### config.mk
export PLATFORM = sky130hd
export DESIGN_NAME = alsu_arbiter
export DESIGN_NICKNAME = d
export VERILOG_FILES = /design/src/rtl/alsu_arbiter.sv
export SDC_FILE = /design/constraint.sdc
export NUM_CORES = 1
export LEC_CHECK = 0
export ABC_AREA = 1
export CORE_MARGIN = 10
export CORE_UTILIZATION = 25
export CTS_CLUSTER_DIAMETER = 120
export DETAILED_ROUTE_END_ITERATION = 16
export PLACE_DENSITY_LB_ADDON = 0.15
export SLEW_MARGIN = 10
export SYNTH_ARGS = -nofsm -noshare
export SYNTH_HDL_FRONTEND = slang
export SYNTH_SLANG_ARGS = --single-unit
### constraint.sdc
create_clock -name clk -period 2 [get_ports clk]
set_input_delay 0.4 -clock clk [delete_from_list [all_inputs] [get_ports clk]]
set_output_delay 0.4 -clock clk [all_outputs]
set_load 0.02 [all_outputs]
### src/rtl/alsu_arbiter.sv
// alsu_arbiter: round-robin front end that shares one ALSU between two
// requesters, screens out commands the ALSU would flag as invalid, waits out
// the ALSU pipeline and returns the captured result over a valid/ready channel.
`timescale 1ns/1ps
module alsu_arbiter #(
    parameter int WIDTH        = 3,
    parameter int ALSU_LATENCY = 2,
    // {opcode[2:0], A, B, cin, serial_in, red_op_A, red_op_B, bypass_A, bypass_B, direction}
    parameter int CMD_W        = 3 + 2*WIDTH + 7
) (
    input  logic                 clk,
    input  logic                 rst,
    input  logic                 req_valid_0,
    input  logic [CMD_W-1:0]     req_cmd_0,
    output logic                 req_ready_0,
    input  logic                 req_valid_1,
    input  logic [CMD_W-1:0]     req_cmd_1,
    output logic                 req_ready_1,
    output logic                 resp_valid,
    input  logic                 resp_ready,
    output logic                 resp_id,
    output logic [2*WIDTH-1:0]   resp_data,
    output logic                 resp_err,
    output logic [2:0]           alsu_opcode,
    output logic [WIDTH-1:0]     alsu_A,
    output logic [WIDTH-1:0]     alsu_B,
    output logic                 alsu_cin,
    output logic                 alsu_serial_in,
    output logic                 alsu_red_op_A,
    output logic                 alsu_red_op_B,
    output logic                 alsu_bypass_A,
    output logic                 alsu_bypass_B,
    output logic                 alsu_direction,
    input  logic [2*WIDTH-1:0]   alsu_out
);

    localparam int CNT_W = (ALSU_LATENCY < 1) ? 1 : $clog2(ALSU_LATENCY + 1);

    typedef enum logic [1:0] {IDLE, WAIT, RESP} state_t;

    state_t             state, state_nxt;
    logic               rr;
    logic [CNT_W-1:0]   cnt;

    logic               grant_id;
    logic               accept;
    logic [CMD_W-1:0]   cmd;
    logic [2:0]         cmd_op;
    logic [WIDTH-1:0]   cmd_a;
    logic [WIDTH-1:0]   cmd_b;
    logic               cmd_bad;

    // Opcodes 6/7 are illegal; reduction is only defined for AND/XOR.
    // Bypass does not rescue a command that fails this screen.
    function automatic logic cmd_invalid(input logic [2:0] op,
                                         input logic       red_a,
                                         input logic       red_b);
        return (op == 3'd6) || (op == 3'd7) || ((red_a | red_b) && (op > 3'd1));
    endfunction

    // Round-robin grant only matters when both requesters contend.
    assign grant_id    = (req_valid_0 & req_valid_1) ? rr : req_valid_1;
    assign accept      = !rst && (state == IDLE) && (req_valid_0 | req_valid_1);
    assign req_ready_0 = accept && !grant_id;
    assign req_ready_1 = accept &&  grant_id;

    assign cmd     = grant_id ? req_cmd_1 : req_cmd_0;
    assign cmd_op  = cmd[CMD_W-1 -: 3];
    assign cmd_a   = cmd[7+2*WIDTH-1 -: WIDTH];
    assign cmd_b   = cmd[7+WIDTH-1 -: WIDTH];
    assign cmd_bad = cmd_invalid(cmd_op, cmd[4], cmd[3]);

    assign resp_valid = (state == RESP);

    // Next-state selection for the single-outstanding-command FSM.
    always_comb begin
        state_nxt = state;
        case (state)
            IDLE: if (accept)          state_nxt = cmd_bad ? RESP : WAIT;
            WAIT: if (cnt == '0)       state_nxt = RESP;
            RESP: if (resp_ready)      state_nxt = IDLE;
            default:                   state_nxt = IDLE;
        endcase
    end

    // State register; reset drops any in-flight command.
    always_ff @(posedge clk) begin
        if (rst) state <= IDLE;
        else     state <= state_nxt;
    end

    // Arbitration pointer, ALSU drive, latency counter and response capture.
    always_ff @(posedge clk) begin
        if (rst) begin
            rr             <= 1'b0;
            cnt            <= '0;
            resp_id        <= 1'b0;
            resp_data      <= '0;
            resp_err       <= 1'b0;
            alsu_opcode    <= 3'd0;
            alsu_A         <= '0;
            alsu_B         <= '0;
            alsu_cin       <= 1'b0;
            alsu_serial_in <= 1'b0;
            alsu_red_op_A  <= 1'b0;
            alsu_red_op_B  <= 1'b0;
            alsu_bypass_A  <= 1'b0;
            alsu_bypass_B  <= 1'b0;
            alsu_direction <= 1'b0;
        end else begin
            case (state)
                IDLE: begin
                    if (accept) begin
                        rr      <= ~grant_id;
                        resp_id <= grant_id;
                        if (cmd_bad) begin
                            resp_err  <= 1'b1;
                            resp_data <= '0;
                        end else begin
                            alsu_opcode    <= cmd_op;
                            alsu_A         <= cmd_a;
                            alsu_B         <= cmd_b;
                            alsu_cin       <= cmd[6];
                            alsu_serial_in <= cmd[5];
                            alsu_red_op_A  <= cmd[4];
                            alsu_red_op_B  <= cmd[3];
                            alsu_bypass_A  <= cmd[2];
                            alsu_bypass_B  <= cmd[1];
                            alsu_direction <= cmd[0];
                            cnt            <= CNT_W'(ALSU_LATENCY);
                        end
                    end
                end
                WAIT: begin
                    if (cnt == '0) begin
                        resp_data <= alsu_out;
                        resp_err  <= 1'b0;
                    end else begin
                        cnt <= cnt - CNT_W'(1);
                    end
                end
                RESP: begin
                    if (resp_ready) begin
                        alsu_opcode    <= 3'd0;
                        alsu_A         <= '0;
                        alsu_B         <= '0;
                        alsu_cin       <= 1'b0;
                        alsu_serial_in <= 1'b0;
                        alsu_red_op_A  <= 1'b0;
                        alsu_red_op_B  <= 1'b0;
                        alsu_bypass_A  <= 1'b0;
                        alsu_bypass_B  <= 1'b0;
                        alsu_direction <= 1'b0;
                    end
                end
                default: ;
            endcase
        end
    end

endmodule

[Word level (Yosys, flattened, before mapping)]
Cells that the tools add are included.
Storage, ports and cells
  register bits after elaboration: 29
  input port bits: 43
  output and inout port bits: 27
  word-level logic and storage cells: 101
Operators by class
  add/subtract/negate cells: 1
  magnitude comparators: 1
  equal/unequal tests: 10
  multiplexer cells: 51
  bitwise gates (word level): 4
  reductions and logical operators: 18
Operator list (number)
  $mux W3: 7
  $mux W1: 19
  $mux W6: 3
  $pmux W3 S2: 3
  $mux W16: 1
  $pmux W1 S2: 8
  $mux W2: 7
  $pmux W6 S2: 1
  $reduce_and A4 Y1: 3
  $ne A2 B2 Y1 const B: 5
  $eq A3 B3 Y1 const B: 2
  $pmux W2 S3: 1
  $logic_and A1 B1 Y1: 5
  $logic_not A2 Y1: 2
  $pmux W2 S2: 1
  $reduce_bool A2 Y1: 2
  $gt A3 B1 Y1 const B: 1
  $reduce_and A3 Y1: 1
  $eq A2 B1 Y1 const B: 1
  $eq A2 B2 Y1 const B: 1
  $logic_not A1 Y1: 2
  $logic_or A1 B1 Y1: 2
  $ne A2 B1 Y1 const B: 1
  $or A1 B1 Y1: 2
  other kinds (4): 4

[Depth between registers and ports, before layout]
  depth in word-level cells: 9
  gate-level depth with buffers: 13
  depth with buffers taken out: 12

[Worst setup path after synthesis]
Ideal clock, no wire load.
  kind: input-to-output
  from: input port req_valid_0
  to: output port req_ready_0
  arrival: 1.137 ns
  data required time: 1.600 ns
  setup slack: 0.463 ns
  cell stages on the path: 5
  buffers on the path: 1
  path through: nand2_2 nand2_4 inv_1 clkbuf_1 nor2_1
Between the ends
  longest elaborated chain between the ends: 4
  elaborated cells on any way between the ends: 6
  those cells by class: mux: 1; bitwise: 2; reduce/logical: 3
RTL lines
  from (decl): line 13  | input logic req_valid_0,
  $and A1 B1 Y1: line 62  | assign grant_id = (req_valid_0 & req_valid_1) ? rr : req_valid_1;
  $mux W1: line 62
  $logic_not A1 Y1: line 64  | assign req_ready_0 = accept && !grant_id;
  $logic_and A1 B1 Y1 *: line 64
  to (decl): line 15  | output logic req_ready_0,
Every way passes the cells marked *; elsewhere a longest branch is shown, timed or not.

[Final worst setup path]
  from: input port rst
  to: output port req_ready_1
Between the ends
  longest elaborated chain between the ends: 4
RTL lines
  from (decl): line 12  | input logic rst,
  $logic_not A1 Y1: line 63  | assign accept = !rst && (state == IDLE) && (req_valid_0 | req_valid_1);
  $logic_and A1 B1 Y1 (2 in series): line 63
  $logic_and A1 B1 Y1: line 65  | assign req_ready_1 = accept && grant_id;
  to (decl): line 18  | output logic req_ready_1,
Every way passes these cells.

==> run metrics <==
maximum ir drop on the vdd rail 0.422 mV; final critical-path setup slack 0.224 ns; capture point of the worst path req_ready_1; wire length per cell after detailed routing 12.8 um; final number of setup-violating endpoints 0; worst reg2reg endpoint alsu_cin$_SDFFE_PP0P_; cell type contributing the most total cell area after synthesis sky130_fd_sc_hd__dfxtp_1; share of async-settable or async-resettable flops after synthesis 0%; final cell count without fillers 387; reg2reg setup slack 0.39 ns; number of synthesized register bits 29; Final #Nets 355; buffer depth of the longest clock path 2; warnings from Yosys 0; most frequent cells after synthesis sky130_fd_sc_hd__nand2_1, sky130_fd_sc_hd__dfxtp_1, sky130_fd_sc_hd__nor2_1; effective utilization at floorplan 26.0%; share of Yosys cell area claimed by the top area cell type 37.3%; post-layout minimum cycle time 1.78 ns; Clock Latency Late Sink 0.28 ns; core region area 0.00599 mm2; class of the worst hold path reg2reg; vertical die dimension 98.9 um; Max Cap Viol 0; Sw Pwr 882 uW; first-pass GRT wire length 8180 um; buffer type at the clock tree root sky130_fd_sc_hd__clkbuf_8; master of the slowest instance on the critical path sky130_fd_sc_hd__clkdlybuf4s50_1; DRC violation count after routing 0; Clock Power Share 21.6%; fraction of final layout cells sized beyond drive strength 1 18.3%; switching power as a share of total power 36.3%; Top-Level Pins 70; leakage power figure 0.00110 uW; family of cells with the greatest summed delay on the critical path buffers and inverters; ratio of final minimum period to clock period 88.8%; Inserted Diodes 0; cell-by-cell listing of the critical path clkdlybuf4s50_1, nor2_1, inv_1, nor2_1, buf_2; Final Hold Vio Count 0; highest cell delay on the worst timing path 0.43 ns; sum of routed wire length over all layers 4950 um; initial antenna violation count 0; overall fraction of global-route tracks in use 10.0%; number of buffers added to fix hold violations after cts 0; RSZ-0062 raised after global routing no; run status finished clean; critical path arrival 1.38 ns; Critical Path Sink Type output port; detail-routed via count per cell 4.39; logic gate share of total power 47.9%; internal power summed over all cells 1550 uW; weighted congestion reported at the end of routability-driven placement 0.770; data required time at the worst endpoint 1.60 ns; Final HPWL DP 3750 um; post-place setup slack -0.357 ns; slew at the pin with the worst max-slew slack 0.465 ns; ANT nets after route 0; Synth area leaders sky130_fd_sc_hd__dfxtp_1, sky130_fd_sc_hd__nand2_1, sky130_fd_sc_hd__a21oi_1; sequential fraction of design power 30.5%; number of unique standard cell types used by synthesis 26; CP startpoint rst; Relative slew margins 68.9%; number of synthesized flops with an enable pin 0; Setup Crit Path Kind in2out; pwr/cell area 940 mW/mm2; total congestion overflow 0; number of vias in the routed layout 1697; vias in the first global route 1742; number of rows in the core area 28; share of the yosys chip area belonging to registers 37.3%; final-layout worst hold slack 0.460 ns; most used standard cell by instance count after synthesis sky130_fd_sc_hd__nand2_1; source of the worst register-to-register timing path state[1]$_SDFFE_PP0P_; Chip Width 98.9 um; fill cell total of the finished layout 631; Initial DRC Count 36; most frequent cell on the critical path sky130_fd_sc_hd__nor2_1; TritonCTS clock tree done; count of clock tree sinks 29; fmax 563 MHz; total power draw 2430 uW; layout-stage area growth over the synthesis result 66.1%; post-route cell area 0.00258 mm2; largest net degree at the start of global routing 33; Fin Clk Skew 0.00395 ns; fin. max-slew vios 0; Crit. path cell count 5; Cells after DPL 379; count of buffers from port buffering 69; number of nets in the synthesized netlist 269; router iterations before antenna repair 4; maximum level of the CTS H-tree 2; Post-CTS Repair Setup Buffers 0; Buffers & Inverters on Critical Path 3; number of buffers created by CTS 5; startpoint kind of the worst setup timing path input pin; flip-flop cell with the highest count after synthesis sky130_fd_sc_hd__dfxtp_1; critical-path maximum fanout 3; area of the mapped netlist 0.00156 mm2; register clock-pin slew on the reported worst setup and hold paths 0.06 ns; average cell area after synthesis 6.91 um2; post-cts gate resize count 7; Die Area 0.00978 mm2; Worst Reg2Reg Path Length in Cells 8; Placed Instance Area 0.00247 mm2; synthesized instance count 225
[worst min-delay path by stage]
stage,start,to,slack (ns),depth (start not counted)
after floorplan,cnt[1]$_SDFFE_PP0P_,cnt[1]$_SDFFE_PP0P_,0.44,2
after global placement,resp_data[3]$_SDFFE_PP0P_,resp_data[3]$_SDFFE_PP0P_,0.45,2
after detailed placement,resp_data[1]$_SDFFE_PP0P_,resp_data[1]$_SDFFE_PP0P_,0.45,2
after CTS,resp_data[0]$_SDFFE_PP0P_,resp_data[0]$_SDFFE_PP0P_,0.46,2
after global routing,resp_data[3]$_SDFFE_PP0P_,resp_data[3]$_SDFFE_PP0P_,0.48,2
final,resp_data[0]$_SDFFE_PP0P_,resp_data[0]$_SDFFE_PP0P_,0.46,2
[cells in the final DEF, fill, tap and decap left out, drive strengths merged]
| cell | count |
|---|---|
| clkinv | 2 |
| nand3 | 23 |
| nor3 | 2 |
| inv | 18 |
| clkbuf | 8 |
| dlymetal6s2s | 2 |
| a21oi | 26 |
| ha | 1 |
| nand2 | 54 |
| nor2 | 31 |
| o211ai | 12 |
| dfxtp | 29 |
| or2 | 11 |
| o21ai | 3 |
| clkdlybuf4s50 | 64 |
| dlygate4sd2 | 1 |
| a211oi | 1 |
| nand3b | 2 |
| buf | 22 |
[tightest hold or removal path: stages (launching register included)]
cell                      delay (ns)
sky130_fd_sc_hd__dfxtp_1        0.31
sky130_fd_sc_hd__nand2_1        0.06
sky130_fd_sc_hd__a21oi_1        0.05
[logic make-up after synthesis]
group,count (synthesis),share of synthesized area [%]
flops,29,37.3
buf+inv,30,9.01
simple gates,123,37.0
compound gates,42,15.8
fa+ha+maj,1,0.804
[flip-flops by register name, summed over array words and instances, names as in the netlist, 2 cells and up]
signal	flops
alsu_A	3
alsu_B	3
alsu_opcode	3
cnt	2
resp_data	6
state	2
[cell type report]
cell class / count / area, um2 / share of cell area [%]
Timing Repair Buffer: 90 / 896 / 34.7
Multi-Input combinational cell: 166 / 841 / 32.5
Sequential cell: 29 / 581 / 22.5
Clock buffer: 7 / 96.3 / 3.73
Tap cell: 75 / 93.8 / 3.63
Inverter: 19 / 71.3 / 2.76
Clock inverter: 1 / 5.00 / 0.194
[power by group through the flow]
stage,Clock (uW),Sequential [uW],Combinational (uW)
after detailed placement,0,753,1170
after CTS,553,742,1170
after global placement,0,751,1170
final,526,741,1160
after global routing,572,756,1290
after floorplan,0,857,564
[per-layer routing]
layer / global-route usage, % / share of wire [%] / vias up
met4: 2.32 / 0.38 / 0
li1: - / - / 912
met1: 11.4 / 45 / 737
met3: 4.54 / 8.1 / 3
met2: 16.7 / 47 / 45
met5: 0 / 0 / -
[per-stage QoR]
| stage | util, % | setup TNS [ns] |
|---|---|---|
| after floorplan | - | 0 |
| after global placement | 41.2 | -6.34 |
| after detailed placement | 41.2 | -6.22 |
| after CTS | 42.8 | 0 |
| after global routing | 43.1 | 0 |
| final | 43.1 | 0 |
Power figures use the tool's default switching activity.
